File: src/rtl/instr_fetch_if.sv
// Instruction-memory request/acknowledge port of the fetch stage.
//
// Handshake: the master raises imem_req with imem_addr; once raised,
// imem_req stays 1 and imem_addr stays stable until the slave returns
// imem_ack=1 together with imem_rdata. The ack may come in the same cycle
// the request is first raised. imem_rdata is meaningful only while imem_ack=1.
interface instr_fetch_if;
    logic        imem_req;
    logic [63:0] imem_addr;
    logic        imem_ack;
    logic [31:0] imem_rdata;

    modport master (
        output imem_req,
        output imem_addr,
        input  imem_ack,
        input  imem_rdata
    );

    modport slave (
        input  imem_req,
        input  imem_addr,
        output imem_ack,
        output imem_rdata
    );
endinterface

File: src/rtl/instr_fetch.sv
// Instruction-fetch stage: owns the fetch PC, drives the instruction-memory
// port, and feeds IF/ID with one instruction or a NOP bubble per cycle.
// Stalls are absorbed by a one-entry skid buffer; redirects issued while a
// request is outstanding go through DROP so the stale response is discarded.
module instr_fetch #(
    parameter logic [63:0] RESET_PC  = 64'h0,
    parameter logic [31:0] NOP_INSTR = 32'hD503201F
) (
    input  logic                 clk,
    input  logic                 reset,       // asynchronous, active-low
    input  logic                 stall,
    input  logic                 br_taken,
    input  logic [63:0]          br_target,
    instr_fetch_if.master        imem,
    output logic                 if_valid,
    output logic [63:0]          if_pc,
    output logic [31:0]          if_instr,
    output logic                 fsm_state_o  // 0 = RUN, 1 = DROP
);

    typedef enum logic {
        RUN  = 1'b0,
        DROP = 1'b1
    } state_t;

    state_t      state_q;
    logic [63:0] pc_q;
    logic [63:0] req_addr_q;
    logic        pending_q;
    logic        skid_v_q;
    logic [63:0] skid_pc_q;
    logic [31:0] skid_instr_q;
    logic        if_valid_q;
    logic [63:0] if_pc_q;
    logic [31:0] if_instr_q;

    logic        core_req;
    logic [63:0] addr_w;
    logic        ack_fire;
    logic        ack_run;

    // Request logic: an outstanding request always continues; a new one starts
    // only in RUN with room to hold its data (skid empty).
    assign core_req = pending_q | ((state_q == RUN) & ~skid_v_q);
    assign addr_w   = pending_q ? req_addr_q : pc_q;
    assign ack_fire = core_req & imem.imem_ack;
    assign ack_run  = ack_fire & (state_q == RUN);

    // Port outputs; the request is forced low while reset is held.
    assign imem.imem_req  = reset & core_req;
    assign imem.imem_addr = addr_w;

    assign if_valid    = if_valid_q;
    assign if_pc       = if_pc_q;
    assign if_instr    = if_instr_q;
    assign fsm_state_o = logic'(state_q);

    // Fetch FSM, request tracking, skid buffer and IF/ID-facing output registers.
    always_ff @(posedge clk or negedge reset) begin
        if (!reset) begin
            state_q      <= RUN;
            pc_q         <= RESET_PC;
            req_addr_q   <= RESET_PC;
            pending_q    <= 1'b0;
            skid_v_q     <= 1'b0;
            skid_pc_q    <= 64'h0;
            skid_instr_q <= 32'h0;
            if_valid_q   <= 1'b0;
            if_pc_q      <= 64'h0;
            if_instr_q   <= NOP_INSTR;
        end else begin
            pending_q  <= core_req & ~imem.imem_ack;
            req_addr_q <= addr_w;

            if (br_taken) begin
                // Redirect wins over everything, including stall.
                pc_q       <= br_target & ~64'h3;
                skid_v_q   <= 1'b0;
                if_valid_q <= 1'b0;
                if_instr_q <= NOP_INSTR;
                // An unacked request must still complete; its data is dropped.
                state_q    <= (core_req & ~imem.imem_ack) ? DROP : RUN;
            end else begin
                if ((state_q == DROP) && ack_fire) begin
                    state_q <= RUN;
                end
                if (ack_run) begin
                    pc_q <= addr_w + 64'd4;
                end
                if (stall) begin
                    // Outputs hold; a fresh response parks in the skid entry.
                    if (ack_run) begin
                        skid_v_q     <= 1'b1;
                        skid_pc_q    <= addr_w;
                        skid_instr_q <= imem.imem_rdata;
                    end
                end else if (skid_v_q) begin
                    if_valid_q <= 1'b1;
                    if_pc_q    <= skid_pc_q;
                    if_instr_q <= skid_instr_q;
                    skid_v_q   <= 1'b0;
                end else if (ack_run) begin
                    if_valid_q <= 1'b1;
                    if_pc_q    <= addr_w;
                    if_instr_q <= imem.imem_rdata;
                end else begin
                    if_valid_q <= 1'b0;
                    if_instr_q <= NOP_INSTR;
                end
            end
        end
    end

endmodule

File: src/flat_wrapper.sv
// flat-port wrapper written by rule: the top's interface ports become plain ports
module instr_fetch_flat 
#(
    parameter logic [63:0] RESET_PC  = 64'h0,
    parameter logic [31:0] NOP_INSTR = 32'hD503201F
)
  (clk, reset, stall, br_taken, br_target, if_valid, if_pc, if_instr, fsm_state_o, imem_imem_req, imem_imem_addr, imem_imem_ack, imem_imem_rdata);
  instr_fetch_if imem_i ();
  input  logic clk;
  input  logic reset;
  input  logic stall;
  input  logic br_taken;
  input  logic [63:0] br_target;
  output logic if_valid;
  output logic [63:0] if_pc;
  output logic [31:0] if_instr;
  output logic fsm_state_o;
  output wire logic [$bits(imem_i.imem_req)-1:0] imem_imem_req;
  output wire logic [$bits(imem_i.imem_addr)-1:0] imem_imem_addr;
  input wire logic [$bits(imem_i.imem_ack)-1:0] imem_imem_ack;
  input wire logic [$bits(imem_i.imem_rdata)-1:0] imem_imem_rdata;
  assign imem_imem_req = imem_i.imem_req;
  assign imem_imem_addr = imem_i.imem_addr;
  assign imem_i.imem_ack = imem_imem_ack;
  assign imem_i.imem_rdata = imem_imem_rdata;
  instr_fetch #(.RESET_PC(RESET_PC), .NOP_INSTR(NOP_INSTR)) u_core (.clk(clk), .reset(reset), .stall(stall), .br_taken(br_taken), .br_target(br_target), .imem(imem_i), .if_valid(if_valid), .if_pc(if_pc), .if_instr(if_instr), .fsm_state_o(fsm_state_o));
endmodule
File: config.mk
export PLATFORM = sky130hd
export DESIGN_NAME = instr_fetch_flat
export DESIGN_NICKNAME = d
export VERILOG_FILES = /design/src/rtl/instr_fetch_if.sv /design/src/rtl/instr_fetch.sv /design/src/flat_wrapper.sv
export SDC_FILE = /design/constraint.sdc
export NUM_CORES = 1
export LEC_CHECK = 0
export CORE_ASPECT_RATIO = 0.9
export CORE_MARGIN = 5
export CORE_UTILIZATION = 58
export DETAILED_ROUTE_END_ITERATION = 12
export PLACE_DENSITY_LB_ADDON = 0.08
export SKIP_LAST_GASP = 1
export SYNTH_ARGS = -nofsm -noshare
export SYNTH_HDL_FRONTEND = slang
export SYNTH_SLANG_ARGS = --single-unit
File: constraint.sdc
create_clock -name clk -period 7.5 [get_ports clk]
set_input_delay 1.5 -clock clk [delete_from_list [all_inputs] [get_ports clk]]
set_output_delay 1.5 -clock clk [all_outputs]
set_load 0.02 [all_outputs]
Word level (Yosys, flattened, before mapping). Cells that the tools add are included.

Logic and storage cells: 49. Register bits: 324. Bits of input ports: 101. Output and inout bits: 163.

Eq/ne operators: 2. Reductions and logical operators: 6. Multiplexer cells: 19. $add $sub $neg: 1. Bitwise operators: 11.

Operator list (number): $mux 64 (5); $mux 32 (4); $add 64x3->64 const B (1); $mux 1 (10); $reduce_and 3->1 (2); $reduce_bool 2->1 (3); $and 1x1->1 (5); $not 1->1 (5); $ne 3x1->1 const B (1); $ne 2x1->1 const B (1); $logic_and 1x1->1 (1); $or 1x1->1 (1).

Longest topological paths before layout. Gate-level depths: netlist of the first run.

Depth after elaboration: 9. Gate-level depth with buffers: 16. Depth with buffers taken out: 9.

Worst setup path after synthesis of the first run. OpenSTA, ideal clock, no wires.

Path type: flip-flop to flip-flop. Start: register u_core.pending_q. End: register u_core.pc_q[46]. Path slack: 3.825 ns. Buffers on the path: 7. Cell stages (with the launch flop): 17. Clock period less this slack: 3.675 ns. Setup time: 0.142 ns. Required time: 7.358 ns. Arrival time: 3.533 ns. Cells stage by stage: dfrtp_1 -> buf_6 -> buf_6 -> buf_4 -> buf_4 -> buf_2 -> buf_2 -> buf_2 -> mux2i_1 -> inv_1 -> ha_1 -> inv_1 -> a211oi_2 -> nand4_1 -> nor4_1 -> xnor2_1 -> o221ai_1.

Word-level cells in the longest chain between the ends: 4. Elaborated cells on any way between the ends: 8. Classes of those cells: 1 x add/sub; 3 x mux; 3 x bitwise; 1 x reduce/logical.

Ends and longest elaborated chain: start: declaration (RTL line instr_fetch.sv:29) `logic pending_q;`; start signal: assignment (RTL line instr_fetch.sv:72) `pending_q <= core_req & ~imem.imem_ack;`; $mux 64 (RTL line instr_fetch.sv:45) `assign addr_w = pending_q ? req_addr_q : pc_q;`; via imem_imem_addr[3] (RTL line flat_wrapper.sv:19) `output wire logic [$bits(imem_i.imem_addr)-1:0] imem_imem_addr;`; $add 64x3->64 (RTL line instr_fetch.sv:88) `pc_q <= addr_w + 64'd4;`; $mux 64 (RTL line instr_fetch.sv:87) `if (ack_run) begin`; $mux 64 (RTL line instr_fetch.sv:75) `if (br_taken) begin`; end signal: assignment (RTL line instr_fetch.sv:77) `pc_q <= br_target & ~64'h3;`; end signal: assignment (RTL line instr_fetch.sv:88); end: declaration (RTL line instr_fetch.sv:27) `logic [63:0] pc_q;`.

The timed path passes the listed nets, and every way through them passes these cells. The select of a mux whose other input is x is not followed. A chain may end at the register's enable or synchronous reset.

Final worst setup path of the first run.
Start: register u_core.pending_q. End: output port imem_imem_addr[21].

Word-level cells in the longest chain between the ends: 1.

Ends and longest elaborated chain (RTL line): $mux 64 (instr_fetch.sv:45); end: declaration (flat_wrapper.sv:19).

Every way passes these cells.

==> results of run 1 <==
## placed cells by master (no fill, tap or decap), drive strengths merged, types with 40 or more instances in the layout
| cell | netlist | final |
|---|---|---|
| dfrtp | 311 | 311 |
| clkdlybuf4s50 | 0 | 259 |
| nor2 | 220 | 220 |
| a21oi | 189 | 189 |
| nand2 | 187 | 187 |
| o21ai | 97 | 97 |
| mux2i | 88 | 88 |
| inv | 66 | 66 |
| clkbuf | 80 | 51 |
| nand3 | 44 | 44 |
| xnor2 | 41 | 41 |
| mux2 | 40 | 40 |
## cell usage after synthesis, types with 3 or more instances
master,n
a211oi_1,8
or3_1,4
nor3b_1,8
buf_1,10
inv_1,66
a221oi_1,4
and3_1,4
xnor2_1,41
o21ai_0,97
nor2_1,220
nor4_1,14
a222oi_1,4
nand2_1,187
nand3_1,43
nor3_1,22
mux2i_1,88
o31ai_1,6
a21oi_1,189
nand4b_1,10
nand2b_1,6
buf_2,10
a31oi_1,5
dfrtp_1,311
nand3b_1,20
mux2_2,40
clkbuf_1,80
o221ai_1,23
o211ai_1,4
nor2b_1,4
nand4_1,29
buf_4,4
a21o_1,3
dfstp_2,13
a22oi_1,28
## routing by layer
| metal | track usage (%) | share of wire (%) | vias to the layer above | wire (um) |
|---|---|---|---|---|
| li1 | - | - | 6101 | - |
| met3 | 6.23 | 7.5 | 96 | 3220 |
| met4 | 9.75 | 3.1 | 4 | 1310 |
| met5 | 0 | 0.063 | - | 27 |
| met2 | 45.5 | 48 | 484 | 20500 |
| met1 | 38.4 | 42 | 6388 | 17800 |
## worst max-delay path, cell delays in order, from the launching register on
cell             delay (ps)
dfrtp_4                1040
buf_4                   810
mux2i_1                 470
inv_1                   230
clkdlybuf4s50_1         620
## per-stage QoR
step	instances	setup slack [ps]	area [sq um]	utilization, %	hold WS (ps)
2_1_floorplan	1628	3820	15400	-	480
3_3_place_gp	2148	2900	18100	69.5	459
3_5_place_dp	2148	2830	18100	69.5	469
4_1_cts	2209	2300	19300	74.2	482
5_1_grt	2209	2050	19300	74.2	503
6_report	2211	2270	19300	74.2	475
## cell families after synthesis
family                   Yosys count  share of synthesized area (%)
buffers and inverters            172                           4.48
AO/OA/AOI/OAI                    378                           14.2
flip-flops                       324                           52.9
adder cells (fa/ha/maj)            1                         0.0814
AND/OR/NAND/NOR                  584                           17.4
XOR/XNOR                          41                           2.34
multiplexers                     128                           8.66
## sequential cells by signal (all words and copies together) (netlist names), 32 cells and up
signal and flops:
u_core.if_pc 64, u_core.pc_q 64, u_core.req_addr_q 64, u_core.skid_pc_q 64
u_core.if_instr 32, u_core.skid_instr_q 32
## worst min path at each step
stage / end / slack [ps]
floorplan: u_core.skid_instr_q[0] / 480
global placement: u_core.if_pc[34] / 460
detailed placement: u_core.if_pc[36] / 470
CTS: u_core.if_pc[24] / 480
global route: u_core.if_pc[21] / 500
finish: u_core.if_pc[40] / 470
## power by group through the flow
| stage | combinational, uW | sequential (uW) | clock (uW) |
|---|---|---|---|
| final | 1740 | 2480 | 1810 |
| after global routing | 1900 | 2530 | 1910 |
| after detailed placement | 1740 | 2500 | 0 |
| after floorplan | 869 | 2580 | 0 |
| after CTS | 1760 | 2470 | 1830 |
| after global placement | 1690 | 2470 | 0 |
## layout make-up
class | count | share of cell area (%)
Clock inverter | 10 | 0.796
Inverter | 66 | 1.28
Tap cell | 348 | 2.25
Multi-Input combinational cell | 1132 | 33.9
Antenna cell | 2 | 0.0259
Clock buffer | 51 | 5.47
Sequential cell | 324 | 42.0
Timing Repair Buffer | 278 | 14.2
==> summary.txt, run 1 <==
Power
  – Clock share of power: 30.0%
  – Register share of total power: 41.1%
  – Net load switching power: 1970 uW
  – Comb power frac: 28.9%
  – Maximum vdd drop: 0.230 mV
  – Power Total: 6030 uW
  – Net Sw Frac: 32.6%
  – Leak: 0.00823 uW
  – Internal Power: 4060 uW
  – Power per Cell Area: 312 mW/mm^2

Timing
  – Clock skew: 13.4 ps
  – Period utilization: 69.8%
  – Worst-Margin Slew: 1230 ps
  – Fin. Hold Viols: 0
  – Slew Limit Fails: 0
  – Final setup TNS: 0 ps
  – RSZ-0062 raised after global routing: no
  – Tmin final: 5230 ps
  – Peak Freq: 0.191 GHz
  – Slew headroom: 18.2%
  – Final setup violation count: 0

Final layout
  – Layout cell share with drive strength beyond 1: 7.47%
  – Filler Cell Count: 1,954
  – Layout area overhead: 25.9%
  – Final net count: 1,939
  – Reg area: 0.00813 sq mm
  – Multi-input logic area: 0.00657 sq mm

CTS
  – Clk slew on worst S/H paths: 60 ps
  – CTS root buffer: clkbuf_16
  – Clk buf depth: 3
  – Resized Gates After CTS: 0
  – Hold Buf Count CTS: 0
  – CTS sink cnt: 324
  – H-Tree Depth: 2
  – Clock buffer count from CTS: 35
  – Clock latency at the later pin of the worst-skew pair: 510 ps
  – TritonCTS clock tree: yes
  – Post-CTS setup buffer count: 0

Setup path
  – Critical Path Start Type: flop
  – Worst r2r dst: u_core.pc_q[63]
  – R2R Setup Slk: 2820 ps
  – Crit end category: primary output
  – Reg2Reg Depth: 7
  – R2R Path Start: u_core.pending_q
  – Crit Path Max Fanout: 75
  – WP data required: 6000 ps
  – Crit Path Category: reg2out
  – Crit. Startpoint: u_core.pending_q
  – Setup crit end: imem_imem_addr[21]
  – Critical path arrival: 3730 ps

Die
  – Io pins: 264
  – Starting Density: 58.9%
  – Die width: 182 um
  – Placement Rows: 56
  – Die area: 0.0299 sq mm
  – Core area: 0.0261 sq mm
  – Die H: 164 um

Hold path
  – Worst hold start: u_core.if_pc[40]
  – Hold Path Class: reg2reg
  – Hold Crit Depth: 2

Route
  – Wire per inst: 19.4 um
  – Drt initial violations: 1,206
  – Vias: 13,073
  – Routed vias/inst: 5.91
  – DRC Markers: 0
  – DR pass1 iterations: 6
  – Antenna viol nets, final: 0
  – Drt total wl: 42.9 mm

Global route
  – GRT Resource Usage Total: 28.3%
  – Largest net degree at the start of global routing: 130
  – Initial antenna violation count: 2
  – Vias in the first global route: 12,919
  – Total gr overflow: 0
  – First-pass GRT wire length: 68.5 mm

Place
  – Final GP Congestion: 0.909
  – Hpwl dp: 28.7 mm
  – I/O Buffers: 261

Synthesis
  – Netlist cell types: 53
  – Post-synth EDFFs: 0
  – Ys flop type: dfrtp_1
  – #FFs+latches synth: 324
  – Post-synthesis sequential area ratio: 52.9%
  – Mapped Cells: 1,628
  – Synth async-reset ratio: 100%
  – Syn_area_per_cell: 9.44 sq um
  – Share of the synthesized area in the top cell type: 50.7%
  – Top cells by area, synth: dfrtp_1 (51%), a21oi_1 (6.2%), mux2i_1 (5.7%)
  – Yosys warns: 0
  – Syn_nets: 1,730
  – Cell Area, Synth: 0.0154 sq mm
  – Cell accounting for the most synthesized area: dfrtp_1

Flow run
  – Max_cap viols: 0

Status
  – Status: complete, no violations
Note: power is estimated with default switching activity, not from simulation.
==> inputs of run 2 (changes only) <==
--- a/config.mk
+++ b/config.mk
@@ -7,7 +7,7 @@
 export LEC_CHECK = 0
 export CORE_ASPECT_RATIO = 0.9
 export CORE_MARGIN = 5
-export CORE_UTILIZATION = 58
+export CORE_UTILIZATION = 48
 export DETAILED_ROUTE_END_ITERATION = 12
 export PLACE_DENSITY_LB_ADDON = 0.08
 export SKIP_LAST_GASP = 1
==> constraint.sdc (replaced) <==
create_clock -name clk -period 4.6 [get_ports clk]
set_input_delay 0.92 -clock clk [delete_from_list [all_inputs] [get_ports clk]]
set_output_delay 0.92 -clock clk [all_outputs]
set_load 0.02 [all_outputs]
==> run 2 against run 1 <==
Total power grew 65%. First-iteration DRC count is 23% lower. Clock power grew 69%.
==> summary.txt, run 2 (synthesized netlist as in run 1, its figures left out) <==
Status
  – Status: complete, no violations (unchanged)

Global route
  – Vias in the first global route: 12,684 (was 12,919)
  – Initial antenna violation count: 1 (was 2)
  – First-pass GRT wire length: 70.8 mm (was 68.5 mm)
  – Largest net degree at the start of global routing: 155 (was 130)
  – GRT Resource Usage Total: 24.4% (was 28.3%)
  – Total gr overflow: 0 (unchanged)

CTS
  – CTS sink cnt: 324 (unchanged)
  – H-Tree Depth: 2 (unchanged)
  – Clk buf depth: 3 (unchanged)
  – Hold Buf Count CTS: 0 (unchanged)
  – CTS root buffer: clkbuf_16 (unchanged)
  – Clock latency at the later pin of the worst-skew pair: 510 ps (about the same)
  – Post-CTS setup buffer count: 0 (unchanged)
  – TritonCTS clock tree: yes (unchanged)
  – Clk slew on worst S/H paths: 60 ps (about the same)
  – Resized Gates After CTS: 0 (unchanged)
  – Clock buffer count from CTS: 37 (was 35)

Final layout
  – Most common cell after layout, fill and taps aside: dfrtp_1 (unchanged)
  – Layout area overhead: 27.8% (was 25.9%)
  – Final net count: 1,955 (was 1,939)
  – Layout cell share with drive strength beyond 1: 8.41% (was 7.47%)
  – Post-Layout Cell Count: 2,295 (was 2,211)
  – Filler Cell Count: 2,718 (was 1,954)
  – # diodes: 0 (was 2)
  – Most frequent cells in the layout: dfrtp_1 (309), clkdlybuf4s50_1 (259), nor2_1 (219) (unchanged)
  – Multi-input logic area: 0.00657 sq mm (unchanged)
  – Finished Cell Area: 0.0196 sq mm (was 0.0193 sq mm)
  – Reg area: 0.00813 sq mm (unchanged)

Timing
  – Period utilization: 89.3%
  – Worst-Margin Slew: 1110 ps (was 1230 ps)
  – Tmin final: 4110 ps
  – Peak Freq: 0.243 GHz
  – Final setup violation count: 0 (unchanged)
  – RSZ-0062 raised after global routing: no (unchanged)
  – Slew headroom: 26.1% (was 18.2%)
  – Slew Limit Fails: 0 (unchanged)
  – Crit path setup slack, layout: 493 ps (was 2270 ps)
  – Fin. Hold Viols: 0 (unchanged)
  – Clock skew: 16.2 ps (was 13.4 ps)
  – Final setup TNS: 0 ps (unchanged)

Place
  – Place WS: 998 ps (was 2830 ps)
  – Placed cells: 2,230 (was 2,148)
  – Final GP Congestion: 0.859 (was 0.909)
  – Dpl cell area: 0.0184 sq mm (was 0.0181 sq mm)
  – Hpwl dp: 29.9 mm (was 28.7 mm)
  – I/O Buffers: 261 (unchanged)

Setup path
  – Crit end category: primary output (unchanged)
  – WP data required: 3680 ps (was 6000 ps)
  – CP Cell Sequence: buf_12, mux2i_1, inv_1, clkdlybuf4s50_1 (was buf_4, mux2i_1, inv_1, clkdlybuf4s50_1)
  – Crit Path Max Fanout: 67 (was 75)
  – Crit Path Category: reg2out (unchanged)
  – Critical Path Start Type: flop (unchanged)
  – Critical path arrival: 3190 ps (was 3730 ps)
  – CP Buf/Inv Count: 3 (unchanged)
  – CP max stage cell: dfrtp_4 (unchanged)
  – CP delay by family, top: buffers and inverters (unchanged)
  – Max incr delay on CP: 950 ps (was 1040 ps)

Die
  – Io pins: 264 (unchanged)
  – Starting Density: 48.4% (was 58.9%)
  – Placement Rows: 62 (was 56)
  – Die width: 199 um (was 182 um)
  – Core area: 0.0317 sq mm (was 0.0261 sq mm)
  – Die area: 0.0357 sq mm (was 0.0299 sq mm)
  – Die H: 180 um (was 164 um)

Route
  – Routed vias/inst: 5.60 (was 5.91)
  – Wire per inst: 19.1 um (was 19.4 um)
  – Drt total wl: 43.9 mm (was 42.9 mm)
  – Antenna viol nets, final: 0 (unchanged)
  – DRC Markers: 0 (unchanged)
  – DR pass1 iterations: 6 (unchanged)
  – Vias: 12,846 (was 13,073)
  – Drt initial violations: 930 (was 1,206)

Power
  – Maximum vdd drop: 0.415 mV (was 0.230 mV)
  – Leak: 0.00833 uW (was 0.00823 uW)
  – Power per Cell Area: 506 mW/mm^2 (was 312 mW/mm^2)

Flow run
  – Max_cap viols: 0 (unchanged)

Hold path
  – Hold Path Class: reg2reg (unchanged)
==> run 2: changes by cell type in the layout (fill, tap and decap cells not counted) <==
cell	change
inv_6	+1
clkinvlp_4	+2
clkbuf_8	+3
clkinv_4	-1
clkbuf_1	-1
diode_2	-2
buf_12	+5
buf_4	+9
==> run 2: through the flow <==
step | utilization [%] | total power, uW | hold slack [ps]
6_report | 61.9 | 9930 | 476
3_3_place_gp | 57.9 | 6860 | 460
5_1_grt | 61.9 | 10500 | 502
3_5_place_dp | 57.9 | 6940 | 469
4_1_cts | 61.9 | 10000 | 483
2_1_floorplan | - | 5620 | 480
==> run 2: power by group <==
part / switching [uW] / total, uW / leakage (uW) / internal [uW]
registers: 457 / 4020 / 0.00393 / 3570
clock network: 1170 / 3050 / 0.000622 / 1880
logic: 1600 / 2860 / 0.00378 / 1260
total: 3230 / 9930 / 0.00833 / 6700
==> run 2: tightest hold or removal path: stages, from the launching register on <==
cell and delay (ps):
dfrtp_1 340, nand2_1 50, o21ai_0 60
==> run 2: worst paths after layout <==
kind / end / start / slack, ps / cells after the start
max: imem_imem_addr[40] / u_core.pending_q / 490 / 4
min: u_core.if_pc[46] / u_core.if_pc[46] / 480 / 2
max reg2reg: u_core.pc_q[57] / u_core.pending_q / 920 / 7
min reg2reg: u_core.if_pc[46] / u_core.if_pc[46] / 480 / 2
max in group asynchronous: u_core.pc_q[6] / reset / 2550 / 3
min in group asynchronous: u_core.if_pc[36] / reset / 570 / 2
==> run 2: layout make-up <==
type	count	share of cell area [%]
Clock inverter	12	0.860
Multi-Input combinational cell	1132	33.4
Clock buffer	53	5.58
Sequential cell	324	41.4
Tap cell	416	2.65
Timing Repair Buffer	292	14.8
Inverter	66	1.26
==> run 2: metal layers <==
| metal | routed length, um | GRT usage (%) | vias up |
|---|---|---|---|
| li1 | - | - | 6121 |
| met1 | 19600 | 35.1 | 6284 |
| met2 | 20600 | 38.5 | 376 |
| met3 | 2730 | 4.85 | 63 |
| met4 | 906 | 5.61 | 2 |
| met5 | 11 | 0 | - |
==> inputs of run 3 (changes only) <==
--- a/config.mk
+++ b/config.mk
@@ -6,7 +6,7 @@
 export NUM_CORES = 1
 export LEC_CHECK = 0
 export CORE_ASPECT_RATIO = 0.9
-export CORE_MARGIN = 5
+export CORE_MARGIN = 10
 export CORE_UTILIZATION = 48
 export DETAILED_ROUTE_END_ITERATION = 12
 export PLACE_DENSITY_LB_ADDON = 0.08
==> constraint.sdc (replaced) <==
create_clock -name clk -period 4.6 [get_ports clk]
set_input_delay 0.92 -clock clk [delete_from_list [all_inputs] [get_ports clk]]
set_output_delay 0.92 -clock clk [all_outputs]
set_load 0.01 [all_outputs]
==> run 3 against run 2 <==
Clock power about the same. Die area rose by 11%. Flip-flop and latch count unchanged. Register-to-register slack better by 140 ps. Wire length is 4.1% higher. Cell count down 0.13%. Core utilization down 0.11 points. Clock skew increased by 0.94 ps. Sequential share of layout area rose by 0.077 points. Worst hold slack worse by 170 ps. Via count down 0.54%. Highest routed layer unchanged.
==> summary.txt, run 3 (synthesized netlist as in run 1, its figures left out) <==
CTS
  – Resized Gates After CTS: 0 (unchanged)
  – TritonCTS clock tree: yes (unchanged)
  – Hold Buf Count CTS: 0 (unchanged)
  – H-Tree Depth: 2 (unchanged)
  – Clk buf depth: 3 (unchanged)
  – Post-CTS setup buffer count: 0 (unchanged)
  – Clk slew on worst S/H paths: 60 ps (about the same)
  – Clock buffer count from CTS: 37 (unchanged)
  – CTS root buffer: clkbuf_16 (unchanged)
  – Clock latency at the later pin of the worst-skew pair: 520 ps (was 510 ps)
  – CTS sink cnt: 324 (unchanged)

Route
  – Drt total wl: 45.7 mm (was 43.9 mm)
  – DR pass1 iterations: 5 (was 6)
  – Routed vias/inst: 5.57 (was 5.60)
  – Drt initial violations: 1,005 (was 930)
  – Wire per inst: 19.9 um (was 19.1 um)
  – DRC Markers: 0 (unchanged)
  – Antenna viol nets, final: 0 (unchanged)
  – Vias: 12,777 (was 12,846)

Global route
  – Vias in the first global route: 12,741 (was 12,684)
  – Initial antenna violation count: 2 (was 1)
  – First-pass GRT wire length: 72.9 mm (was 70.8 mm)
  – Largest net degree at the start of global routing: 147 (was 155)
  – Total gr overflow: 0 (unchanged)
  – GRT Resource Usage Total: 22.7% (was 24.4%)

Setup path
  – R2R Path Start: u_core.pending_q (unchanged)
  – Crit end category: primary output (unchanged)
  – Reg2Reg Depth: 7 (unchanged)
  – WP data required: 3680 ps (about the same)
  – CP max stage cell: dfrtp_4 (unchanged)
  – CP Cell Sequence: buf_4, mux2i_1, inv_1, clkdlybuf4s50_1 (was buf_12, mux2i_1, inv_1, clkdlybuf4s50_1)
  – Max incr delay on CP: 970 ps (was 950 ps)
  – Crit Path Category: reg2out (unchanged)
  – R2R Setup Slk: 1060 ps (was 920 ps)
  – Worst r2r dst: u_core.pc_q[50] (was u_core.pc_q[57])
  – Crit Path Max Fanout: 63 (was 67)
  – Critical path arrival: 3220 ps (was 3190 ps)
  – Critical Path Start Type: flop (unchanged)

Final layout
  – Layout cell share with drive strength beyond 1: 8.11% (was 8.41%)
  – Most common cell after layout, fill and taps aside: dfrtp_1 (unchanged)
  – Final net count: 1,951 (was 1,955)
  – Post-Layout Cell Count: 2,292 (was 2,295)
  – Most frequent cells in the layout: dfrtp_1 (309), clkdlybuf4s50_1 (259), nor2_1 (219) (unchanged)
  – Layout area overhead: 27.6% (was 27.8%)
  – Filler Cell Count: 2,733 (was 2,718)

Status
  – Status: complete, no violations (unchanged)

Place
  – Final GP Congestion: 0.880 (was 0.859)
  – Placed cells: 2,226 (was 2,230)
  – Place WS: 1050 ps (was 998 ps)
  – Hpwl dp: 31.4 mm (was 29.9 mm)
  – I/O Buffers: 261 (unchanged)

Power
  – Power per Cell Area: 495 mW/mm^2 (was 506 mW/mm^2)
  – Leak: 0.00832 uW (was 0.00833 uW)
  – Maximum vdd drop: 0.266 mV (was 0.415 mV)

Timing
  – Crit path setup slack, layout: 459 ps (was 493 ps)
  – Peak Freq: 0.241 GHz (was 0.243 GHz)
  – Fin. Hold Viols: 0 (unchanged)
  – Slew Limit Fails: 0 (unchanged)
  – Final setup TNS: 0 ps (unchanged)
  – RSZ-0062 raised after global routing: no (unchanged)
  – Worst-Margin Slew: 999 ps (was 1110 ps)
  – Tmin final: 4140 ps (was 4110 ps)
  – Final setup violation count: 0 (unchanged)
  – Slew headroom: 33.4% (was 26.1%)
  – Period utilization: 90.0% (was 89.3%)
  – Clock skew: 17.2 ps (was 16.2 ps)

Hold path
  – Hold Path Class: in2async (was reg2reg)

Flow run
  – Max_cap viols: 0 (unchanged)

Die
  – Io pins: 264 (unchanged)
  – Starting Density: 48.4% (unchanged)
  – Core area: 0.0317 sq mm (unchanged)
  – Die width: 209 um (was 199 um)
  – Placement Rows: 62 (unchanged)
  – Die area: 0.0396 sq mm (was 0.0357 sq mm)
  – Die H: 190 um (was 180 um)
## run 3: per-stage QoR
step	hold slack [ps]	utilization [%]	instance area, sq um	total power (uW)
after floorplan	480	-	15400	5360
after global placement	460	57.7	18300	6600
after detailed placement	469	57.7	18300	6680
after CTS	319	61.8	19600	9790
after global routing	329	61.8	19600	10300
final	308	61.8	19600	9700
## run 3: cell type report
cell class	instances	area (sq um)	share of cell area [%]
sequential	324	8130	41.5
multi-input combinational	1132	6570	33.5
timing repair buffer	288	2860	14.6
clock buffer	58	1170	5.95
tap	416	520	2.66
inverter	66	248	1.26
clock inverter	7	114	0.581
antenna	1	2.50	0.0128
## run 3: power breakdown
group	switching, uW	internal [uW]
Combinational	1350	1240
Sequential	459	3570
Clock	1180	1910
## run 3: worst max-delay path, delay by kind of cell (launching register included)
family / cells / cell delay [ps]
buf+inv: 3 / 1180
flops: 1 / 970
mux: 1 / 540
## run 3: worst max path at each step
stage / slack (ps) / depth (start not counted) / end / from
CTS: 490 / 4 / imem_imem_addr[53] / u_core.pending_q
detailed placement: 1050 / 4 / imem_imem_addr[53] / u_core.pending_q
finish: 460 / 4 / imem_imem_addr[53] / u_core.pending_q
global placement: 1080 / 4 / imem_imem_addr[47] / u_core.pending_q
global route: 310 / 4 / imem_imem_addr[53] / u_core.pending_q
floorplan: 1010 / 16 / u_core.pc_q[46] / u_core.pending_q
## run 3: layer usage
layer / wire, um / vias to the layer above / track usage [%]
met5: 7 / - / 0
li1: - / 6118 / -
met4: 1050 / 2 / 6.05
met2: 21200 / 358 / 36.0
met3: 3270 / 71 / 5.41
met1: 20200 / 6228 / 30.6
